**src/rtl/bp_commit_tracker.sv**
```systemverilog
// ---------------------------------------------------------------------------
// bp_commit_tracker
//
// In-order branch tracker feeding the 2-bit branch predictor update port.
// The fetcher pushes every predicted branch (predictor index + predicted
// direction) into a circular buffer. The branch ALU resolves slots out of
// order by slot index. Branches retire strictly in program order, at most one
// per cycle, and each retirement produces a one-cycle predictor update pulse.
// A mispredicted retirement empties the whole tracker.
//
// Ports
//   clk, rst          clock, synchronous active-high reset
//   rdy               global enable; when low all state and outputs hold
//   in_flush          external pipeline flush (clears entries, keeps stats)
//   in_fetch_*        push request: valid, predictor tag, predicted taken
//   out_fetch_idx     slot the next push will occupy (current tail)
//   out_full          no free slot
//   in_res_*          resolution: valid strobe, slot index, actual taken
//   out_bp_res        predictor update strobe (registered)
//   out_bp_tag        predictor index to update
//   out_bp_jump       actual branch outcome
//   out_mispredict    retired branch was mispredicted
//   out_stat_total    retired-branch count (wraps)
//   out_stat_miss     mispredicted-branch count (wraps)
// ---------------------------------------------------------------------------
module bp_commit_tracker #(
  parameter int DEPTH = 16,
  parameter int IDX_W = 4,
  parameter int TAG_W = 8
) (
  input  logic             clk,
  input  logic             rst,
  input  logic             rdy,
  input  logic             in_flush,
  input  logic             in_fetch_valid,
  input  logic [TAG_W-1:0] in_fetch_tag,
  input  logic             in_fetch_pred,
  output logic [IDX_W-1:0] out_fetch_idx,
  output logic             out_full,
  input  logic             in_res_valid,
  input  logic [IDX_W-1:0] in_res_idx,
  input  logic             in_res_jump,
  output logic             out_bp_res,
  output logic [TAG_W-1:0] out_bp_tag,
  output logic             out_bp_jump,
  output logic             out_mispredict,
  output logic [31:0]      out_stat_total,
  output logic [31:0]      out_stat_miss
);

  localparam logic [IDX_W:0]   LP_FULL_CNT = (IDX_W+1)'(DEPTH);
  localparam logic [IDX_W-1:0] LP_PTR_ONE  = IDX_W'(1);
  localparam logic [IDX_W:0]   LP_CNT_ONE  = (IDX_W+1)'(1);

  // Per-slot control bits (reset) and payload (not reset; qualified by valid)
  logic [DEPTH-1:0] r_valid;
  logic [DEPTH-1:0] r_resolved;
  logic [DEPTH-1:0] r_pred;
  logic [DEPTH-1:0] r_actual;
  logic [TAG_W-1:0] r_tag [DEPTH];

  logic [IDX_W-1:0] r_head;
  logic [IDX_W-1:0] r_tail;
  logic [IDX_W:0]   r_count;

  logic             r_bp_res;
  logic [TAG_W-1:0] r_bp_tag;
  logic             r_bp_jump;
  logic             r_mispredict;
  logic [31:0]      r_stat_total;
  logic [31:0]      r_stat_miss;

  logic w_active;
  logic w_full;
  logic w_retire;
  logic w_miss;
  logic w_push;
  logic w_resolve;

  // Flush overrides every rdy-gated action in the same cycle.
  assign w_active  = rdy & ~in_flush;
  assign w_full    = (r_count == LP_FULL_CNT);
  // Retirement looks only at registered state, so a resolve of the head slot
  // in this cycle retires one cycle later.
  assign w_retire  = w_active & r_valid[r_head] & r_resolved[r_head];
  assign w_miss    = w_retire & (r_pred[r_head] ^ r_actual[r_head]);
  // Full is sampled before the edge: a retire never makes room for a push
  // in the same cycle.
  assign w_push    = w_active & in_fetch_valid & ~w_full;
  assign w_resolve = w_active & in_res_valid & r_valid[in_res_idx];

  assign out_fetch_idx  = r_tail;
  assign out_full       = w_full;
  assign out_bp_res     = r_bp_res;
  assign out_bp_tag     = r_bp_tag;
  assign out_bp_jump    = r_bp_jump;
  assign out_mispredict = r_mispredict;
  assign out_stat_total = r_stat_total;
  assign out_stat_miss  = r_stat_miss;

  // Control state: slot flags, pointers, count, update strobes and stats.
  always_ff @(posedge clk) begin
    if (rst) begin
      r_valid      <= '0;
      r_resolved   <= '0;
      r_head       <= '0;
      r_tail       <= '0;
      r_count      <= '0;
      r_bp_res     <= 1'b0;
      r_bp_tag     <= '0;
      r_bp_jump    <= 1'b0;
      r_mispredict <= 1'b0;
      r_stat_total <= 32'd0;
      r_stat_miss  <= 32'd0;
    end else if (in_flush) begin
      // Entries are dropped; statistics survive a pipeline flush.
      r_valid      <= '0;
      r_head       <= '0;
      r_tail       <= '0;
      r_count      <= '0;
      r_bp_res     <= 1'b0;
      r_bp_tag     <= '0;
      r_bp_jump    <= 1'b0;
      r_mispredict <= 1'b0;
    end else if (rdy) begin
      r_bp_res     <= w_retire;
      r_bp_tag     <= w_retire ? r_tag[r_head] : '0;
      r_bp_jump    <= w_retire & r_actual[r_head];
      r_mispredict <= w_miss;
      if (w_retire) begin
        r_stat_total <= r_stat_total + 32'd1;
      end
      if (w_miss) begin
        r_stat_miss <= r_stat_miss + 32'd1;
      end

      if (w_miss) begin
        // Everything younger than a mispredicted branch is wrong-path work.
        r_valid <= '0;
        r_head  <= '0;
        r_tail  <= '0;
        r_count <= '0;
      end else begin
        if (w_resolve) begin
          r_resolved[in_res_idx] <= 1'b1;
        end
        if (w_retire) begin
          r_valid[r_head] <= 1'b0;
          r_head          <= r_head + LP_PTR_ONE;
        end
        // Tail slot is never valid when a push is accepted, so it cannot
        // collide with the resolve or retire writes above.
        if (w_push) begin
          r_valid[r_tail]    <= 1'b1;
          r_resolved[r_tail] <= 1'b0;
          r_tail             <= r_tail + LP_PTR_ONE;
        end
        if (w_push && !w_retire) begin
          r_count <= r_count + LP_CNT_ONE;
        end else if (!w_push && w_retire) begin
          r_count <= r_count - LP_CNT_ONE;
        end
      end
    end
  end

  // Slot payload: written on accepted pushes and resolves only.
  always_ff @(posedge clk) begin
    if (!rst && w_push && !w_miss) begin
      r_tag[r_tail]  <= in_fetch_tag;
      r_pred[r_tail] <= in_fetch_pred;
    end
    if (!rst && w_resolve && !w_miss) begin
      r_actual[in_res_idx] <= in_res_jump;
    end
  end

endmodule

```
**config.mk**
```make
export PLATFORM = sky130hd
export DESIGN_NAME = bp_commit_tracker
export DESIGN_NICKNAME = d
export VERILOG_FILES = /design/src/rtl/bp_commit_tracker.sv
export SDC_FILE = /design/constraint.sdc
export NUM_CORES = 1
export LEC_CHECK = 0
export ABC_AREA = 1
export ABC_CLOCK_PERIOD_IN_PS = 6350
export CAP_MARGIN = 20
export CORE_ASPECT_RATIO = 2
export CORE_MARGIN = 5
export CORE_UTILIZATION = 57
export DETAILED_ROUTE_END_ITERATION = 10
export PLACE_DENSITY = 0.78
export SYNTH_ARGS = -nofsm -noshare
export SYNTH_HDL_FRONTEND = slang
export SYNTH_SLANG_ARGS = --single-unit
```
**constraint.sdc**
```tcl
create_clock -name clk -period 6.35 [get_ports clk]
set_input_delay 1.27 -clock clk [delete_from_list [all_inputs] [get_ports clk]]
set_output_delay 1.27 -clock clk [all_outputs]
set_load 0.05 [all_outputs]
```
==> results of run 1 <==
==> cell families (layout without fill, tap and decap cells) <==
kind of cell,count (synthesis),after routing
AND/OR/NAND/NOR,771,771
buffers and inverters,285,376
adder cells (fa/ha/maj),15,15
XOR/XNOR,31,31
flip-flops,284,284
multiplexers,24,24
AO/OA/AOI/OAI,244,244
==> layout by cell type, fill, tap and decap left out, types with 5 or more instances in the layout <==
| cell type | instances |
|---|---|
| clkinv_1 | 5 |
| nor3b_1 | 8 |
| dfxtp_1 | 123 |
| nor3_1 | 51 |
| nand4_1 | 23 |
| o211ai_1 | 8 |
| nor4_1 | 13 |
| a21oi_1 | 123 |
| ha_1 | 14 |
| a31oi_1 | 11 |
| buf_4 | 10 |
| nand2_1 | 392 |
| clkbuf_16 | 25 |
| xnor2_1 | 15 |
| o22ai_1 | 6 |
| nor2_1 | 153 |
| edfxtp_1 | 160 |
| o21ai_0 | 76 |
| nand3_1 | 111 |
| inv_1 | 211 |
| clkdlybuf4s50_1 | 99 |
| xor2_1 | 16 |
| o21ai_1 | 8 |
| nor3_2 | 5 |
| mux2i_1 | 24 |
| clkinvlp_4 | 6 |
==> flip-flops by register name, summed over array words and instances, names as in the netlist, named ones only <==
name and flops:
out_bp_jump 1, out_bp_res 1, out_bp_tag 8, out_fetch_idx 4, out_mispredict 1, out_stat_miss 32, out_stat_total 32, r_actual 16
r_count 5, r_head 4, r_pred 16, r_resolved 16, r_tag 128, r_valid 16
==> metrics by stage <==
stage / hold slack [ns] / instance area [µm²] / worst slack [ns] / utilization (%) / power [µW]
2_1_floorplan: 0.4240 / 13780 / 2.804 / - / 2027
4_1_cts: 0.4516 / 15630 / 2.114 / 65.62 / 3540
3_5_place_dp: 0.4412 / 14850 / 1.554 / 62.34 / 2077
3_3_place_gp: 0.4360 / 14850 / 1.681 / 62.34 / 2075
5_1_grt: 0.4756 / 15680 / 1.753 / 65.81 / 3619
6_report: 0.4540 / 15680 / 2.112 / 65.81 / 3526
==> worst paths after layout <==
path	slack (ns)	cells past startpoint	to
max	2.11	19	r_count[4]$_SDFFE_PP0P_
min reg2reg	0.45	2	r_resolved[9]$_SDFFE_PP0P_
max reg2reg	2.39	23	r_count[4]$_SDFFE_PP0P_
min	0.45	2	r_resolved[9]$_SDFFE_PP0P_
==> power by group <==
group          switching (µW)  leakage, µW  internal, µW
combinational            72.3      0.00290          24.0
clock                     681     0.000363           808
sequential               1.53      0.00244          1940
total                     755      0.00570          2770
==> worst max-delay path, cell delays in order <==
cell	delay, ns
clkdlybuf4s50_1	0.45
inv_1	0.22
nor2_1	0.29
inv_1	0.12
nor2_1	0.10
nand2_1	0.31
inv_1	0.38
nand2_1	0.23
fa_1	0.47
nand3_1	0.10
nand2_1	0.06
xor2_1	0.17
inv_1	0.06
nand3_1	0.08
nand2_1	0.06
nand2_1	0.06
nor2_1	0.06
nor2_1	0.09
nor2_1	0.04
==> final cells by class <==
cell class              count  area, µm²  share of cell area, %
well taps                 287      359.1                  2.291
repair buffers            113       1101                  7.023
clock inverters            15      140.1                 0.8939
multi-input cells        1085       5316                  33.91
flip-flops and latches    284       7291                  46.50
clock buffers              29      640.6                  4.086
inverters                 219      829.5                  5.291
==> metal layers <==
metal | wire [µm] | share of wire (%) | up-vias | track usage, %
met4 | 3160 | 8.1 | 0 | 19.79
met2 | 20870 | 53 | 500 | 53.16
met1 | 13090 | 33 | 5368 | 27.45
met3 | 2100 | 5.4 | 180 | 3.910
met5 | 0 | 0 | - | 0
li1 | - | - | 5613 | -
==> results.ini, run 1 <==
[global_routing]
antenna_found_initial=0
grt_pass1_wl_um=60890
grt_overflow=0
grt_start_max_net_pins=105
grt_pass1_vias=11690
grt_use_total_pct=28.18

[final_layout]
fill_cells=2015
syn_to_final_growth_pct=13.75
stdcell_count=2032
n_antenna_cell=0
drive_above_1_share_pct=4.183
nets=1762

[placed_design]
dp.cells=1984
gp_congestion=0.9995
io_buffers=99
post-dp-hpwl_um=28090

[floorplan]
coreArea_mm2=0.02382
die_height_um=229.9
die_w_um=120.0
io_pins=100
dieArea_mm2=0.02758
num_rows=80
floorplan.initialDensity_pct=57.85

[worst_setup_path]
setup.worst_path.end_class=flip-flop
criticalPathCategory=input pin to flip-flop
rr_startpoint=r_head[0]$_SDFFE_PP0P_
startpoint_type=input pin
crit_start=rdy
cp_max_fo=14
cp.arrival_ns=4.64
cp.required_ns=6.75

[detailed_routing]
drc=0
wire_per_inst_um=19.30
dr.pass1.iters=5
drt-initial-drc-count=1028
avgViaCountPerCell=5.739
ant_nets=0
drt_wl_total_um=39210
vias=11660

[yosys]
synthCells=1654
yosys_warnings=0
synth_top_family_by_area=simple AND/OR/NAND/NOR gates
syn_area_mm2=0.01378
async_reset_ff_share_pct=0
yosys.area_share.adder_pct=1.416
synthMuxAreaShare_pct=1.743
synth_compound_area_share_pct=9.378
yosys.cell_count.top_type=nand2_1
synth-edff-count=160
synth_top_area_cell=edfxtp_1
ys.flop_type=edfxtp_1
yosysUniqueCellTypes=42
ys_seq_elements=284
synth_xor_area_share_pct=1.970
syn-num-nets=1689
synth.top_cells.by_count=392 x nand2_1, 211 x inv_1, 160 x edfxtp_1
yosysSeqAreaShare_pct=52.87
yosys.area_share.simple_pct=23.96
synth_area_leaders=edfxtp_1 35%, dfxtp_1 18%, nand2_1 11%
synth_area_per_cell_um2=8.333
synth_top_area_share_pct=34.86

[sta]
fin_crit_sh_pct=66.75
fin_crit_ns=4.238
clock_skew_ns=0.01927
hold_viol_final=0
rsz0062_at_grt=no
tightest_slew_ns=0.8619
fin_setup_tns_ns=0
fmax_mhz=235.9
relSlewSlack_pct=42.47
maxSlewViolCount=0
setup_viol=0

[clocking]
cts_sinks=284
cts_inserted_buffers=24
post_cts_buffers=0
root_buffer=clkbuf_16
cts_tree=built
clkTransAtPathRegs_ns=0.07
cts-resized-gates=0
worst_skew_pair.late_latency_ns=0.54
cts_max_level=1
clockBufferDepth=3
cts_hold_buf=0

[worst_hold_path]
hold_path.class=flip-flop to flip-flop
holdCritStartpoint=r_resolved[9]$_SDFFE_PP0P_

[job]
max-cap-violations=0

[power]
p_leak_uw=0.005701
vdd_drop_max_uv=216.0
power_density_mw_per_mm2=224.9

[outcome]
status=complete, no violations

Note: power is estimated with default switching activity, not from simulation.
==> inputs of run 2 (changes only) <==
Settings changed: ABC_CLOCK_PERIOD_IN_PS 6350 to 3900.
Clock period 6.35 ns to 3.9 ns, I/O delays scaled along.
==> run 2 against run 1 <==
Final cell count up 0.49%. Clock power up 67%. Sequential share of layout area down 0.28 points. Clock skew down 0.0012 ns. Highest routed layer unchanged. Combinational power up 65%. Critical endpoint is now r_pred[15]$_DFFE_PP_. Die area unchanged. First-iteration DRC count up 1.9%. Non-clock buffer count up 10. Via count up 1.2%. Critical path depth down 5.
==> results.ini, run 2 (synthesized netlist as in run 1, its figures left out) <==
[detailed_routing]
avgViaCountPerCell=5.780  ; was 5.739
vias=11800  ; was 11660
ant_nets=0  ; unchanged
drt_wl_total_um=39120  ; was 39210 µm
wire_per_inst_um=19.16  ; was 19.30 µm
drt-initial-drc-count=1048  ; was 1028
drc=0  ; unchanged
dr.pass1.iters=5  ; unchanged

[floorplan]
io_pins=100  ; unchanged
die_w_um=120.0  ; unchanged
floorplan.initialDensity_pct=57.85  ; unchanged
num_rows=80  ; unchanged
die_height_um=229.9  ; unchanged
coreArea_mm2=0.02382  ; unchanged
dieArea_mm2=0.02758  ; unchanged

[placed_design]
io_buffers=99  ; unchanged
post-dp-hpwl_um=27890  ; was 28090 µm
placed_cell_area_mm2=0.01493  ; was 0.01485 mm²
gp_congestion=0.9606  ; was 0.9995

[worst_hold_path]
hold_path.class=flip-flop to flip-flop  ; unchanged
hold_depth=2  ; unchanged

[final_layout]
nets=1772  ; was 1762
final_cell_mix=392 x nand2_1, 211 x inv_1, 160 x edfxtp_1, 153 x nor2_1  ; unchanged
drive_above_1_share_pct=4.786  ; was 4.183%
syn_to_final_growth_pct=14.44  ; was 13.75%
finalInstanceArea_mm2=0.01577  ; was 0.01568 mm²
n_antenna_cell=0  ; unchanged
post-route-util_pct=66.21  ; was 65.81%
regMostFlops=r_tag  ; unchanged
fill_cells=1999  ; was 2015
final_common_cell=nand2_1  ; unchanged
ff_latch_area_mm2=0.007291  ; unchanged
largest_reg_flops=128  ; unchanged
multiInputGateArea_mm2=0.005306  ; was 0.005316 mm²

[global_routing]
met3_usage_pct=3.960  ; was 3.910%
grt_overflow=0  ; unchanged
grt_busiest_layer=met2  ; unchanged
grt_pass1_wl_um=61800  ; was 60890 µm
grt_pass1_vias=11920  ; was 11690
grt_use_met1_pct=28.62  ; was 27.45%
grt_use_total_pct=28.41  ; was 28.18%
met2_usage_pct=52.37  ; was 53.16%
grt_start_max_net_pins=78  ; was 105
antenna_found_initial=0  ; unchanged

[clocking]
clockBufferDepth=3  ; unchanged
worst_skew_pair.late_latency_ns=0.56  ; was 0.54 ns
cts_hold_buf=0  ; unchanged
cts_max_level=1  ; unchanged
post_cts_buffers=0  ; unchanged
cts_inserted_buffers=24  ; unchanged
cts_tree=built  ; unchanged
cts-resized-gates=0  ; unchanged
root_buffer=clkbuf_16  ; unchanged
cts_sinks=284  ; unchanged
clkTransAtPathRegs_ns=0.07  ; about the same

[sta]
fmax_mhz=304.4
fin_crit_ns=3.285
maxSlewViolCount=0  ; unchanged
relSlewSlack_pct=39.74  ; was 42.47%
hold_viol_final=0  ; unchanged
setup_viol=0  ; unchanged
fin_setup_tns_ns=0  ; unchanged
rsz0062_at_grt=no  ; unchanged
tightest_slew_ns=0.9039  ; was 0.8619 ns
fin_crit_sh_pct=84.23
clock_skew_ns=0.01802  ; was 0.01927 ns

[power]
p_sw_uw=1239  ; was 754.5 µW
power_density_mw_per_mm2=368.5  ; was 224.9 mW/mm²
internal_power_uw=4574  ; was 2772 µW
vdd_drop_max_uv=411.9  ; was 216.0 µV
clkPwrFrac_pct=42.9  ; was 42.2%
comb_power_share_pct=2.7  ; about the same
p_total_uw=5813  ; was 3526 µW
power_frac_seq_pct=54.4  ; was 55.1%
p_leak_uw=0.005782  ; was 0.005701 µW
swShare_pct=21.32  ; was 21.40%

[worst_setup_path]
reg2reg_depth=14  ; was 23
cp.required_ns=4.07  ; was 6.75 ns
cp_max_fo=16  ; was 14
criticalPathCategory=flip-flop to flip-flop  ; was input pin to flip-flop
setup.worst_path.end_class=flip-flop  ; unchanged
startpoint_type=flip-flop  ; was input pin
cp.arrival_ns=3.46  ; was 4.64 ns

[outcome]
status=complete, no violations  ; unchanged

[job]
max-cap-violations=0  ; unchanged

run 2: cell count changes in the layout (fill, tap and decap cells not counted), moves of 2 or more:
cell        previous run  this run
inv_6                  2         4
nor3_1                51        53
buf_4                 10        18
clkbuf_4               0         2
nor3_2                 5         3
clkinvlp_4             6         2
clkinv_1               5         2
clkinv_2               3         5
run 2: final timing paths:
| path | from | to | slack [ns] |
|---|---|---|---|
| worst min-delay path | r_resolved[8]$_SDFFE_PP0P_ | r_resolved[8]$_SDFFE_PP0P_ | 0.45 |
| worst max register to register | r_head[1]$_SDFFE_PP0P_ | r_pred[15]$_DFFE_PP_ | 0.62 |
| worst min register to register | r_resolved[8]$_SDFFE_PP0P_ | r_resolved[8]$_SDFFE_PP0P_ | 0.45 |
| worst max-delay path | r_head[1]$_SDFFE_PP0P_ | r_pred[15]$_DFFE_PP_ | 0.62 |
run 2: per-layer routing:
| layer | vias to the layer above | routed length (µm) |
|---|---|---|
| met5 | - | 0 |
| met3 | 190 | 2343 |
| met1 | 5431 | 12920 |
| met4 | 0 | 3166 |
| li1 | 5634 | - |
| met2 | 547 | 20690 |
run 2: area by class of cell:
cell class                      count  area share [%]
Timing Repair Buffer              123           7.457
Tap cell                          287           2.277
Inverter                          219           5.259
Clock buffer                       29           3.990
Multi-Input combinational cell   1085           33.64
Clock inverter                     15           1.150
Sequential cell                   284           46.22
run 2: worst max-delay path, cell delays in order, from the launching register on:
cell     delay, ns
dfxtp_1       0.54
buf_4         0.34
nand3_1       0.11
nand2_1       0.19
nand2_1       0.08
nand2_1       0.10
inv_1         0.04
nand2_1       0.10
nand2_2       0.08
nand2_2       0.15
nor2_8        0.05
nor2_4        0.09
nand2_2       0.19
buf_4         0.23
nor2_1        0.59
run 2: power groups by stage:
stage                     clock network, µW  logic (µW)  registers (µW)
after detailed placement                  0         156            3230
after global routing                   2640         171            3160
after floorplan                           0        70.2            3230
after CTS                              2520         157            3160
final                                  2490         159            3160
after global placement                    0         153            3230
run 2: per-stage QoR:
step | hold slack (ns) | worst slack (ns) | cells
floorplan | 0.4240 | 0.8442 | 1654
global placement | 0.4341 | 0.3313 | 1993
detailed placement | 0.4440 | 0.2029 | 1993
CTS | 0.4550 | 0.5114 | 2037
global route | 0.4856 | 0.3944 | 2042
finish | 0.4546 | 0.6151 | 2042
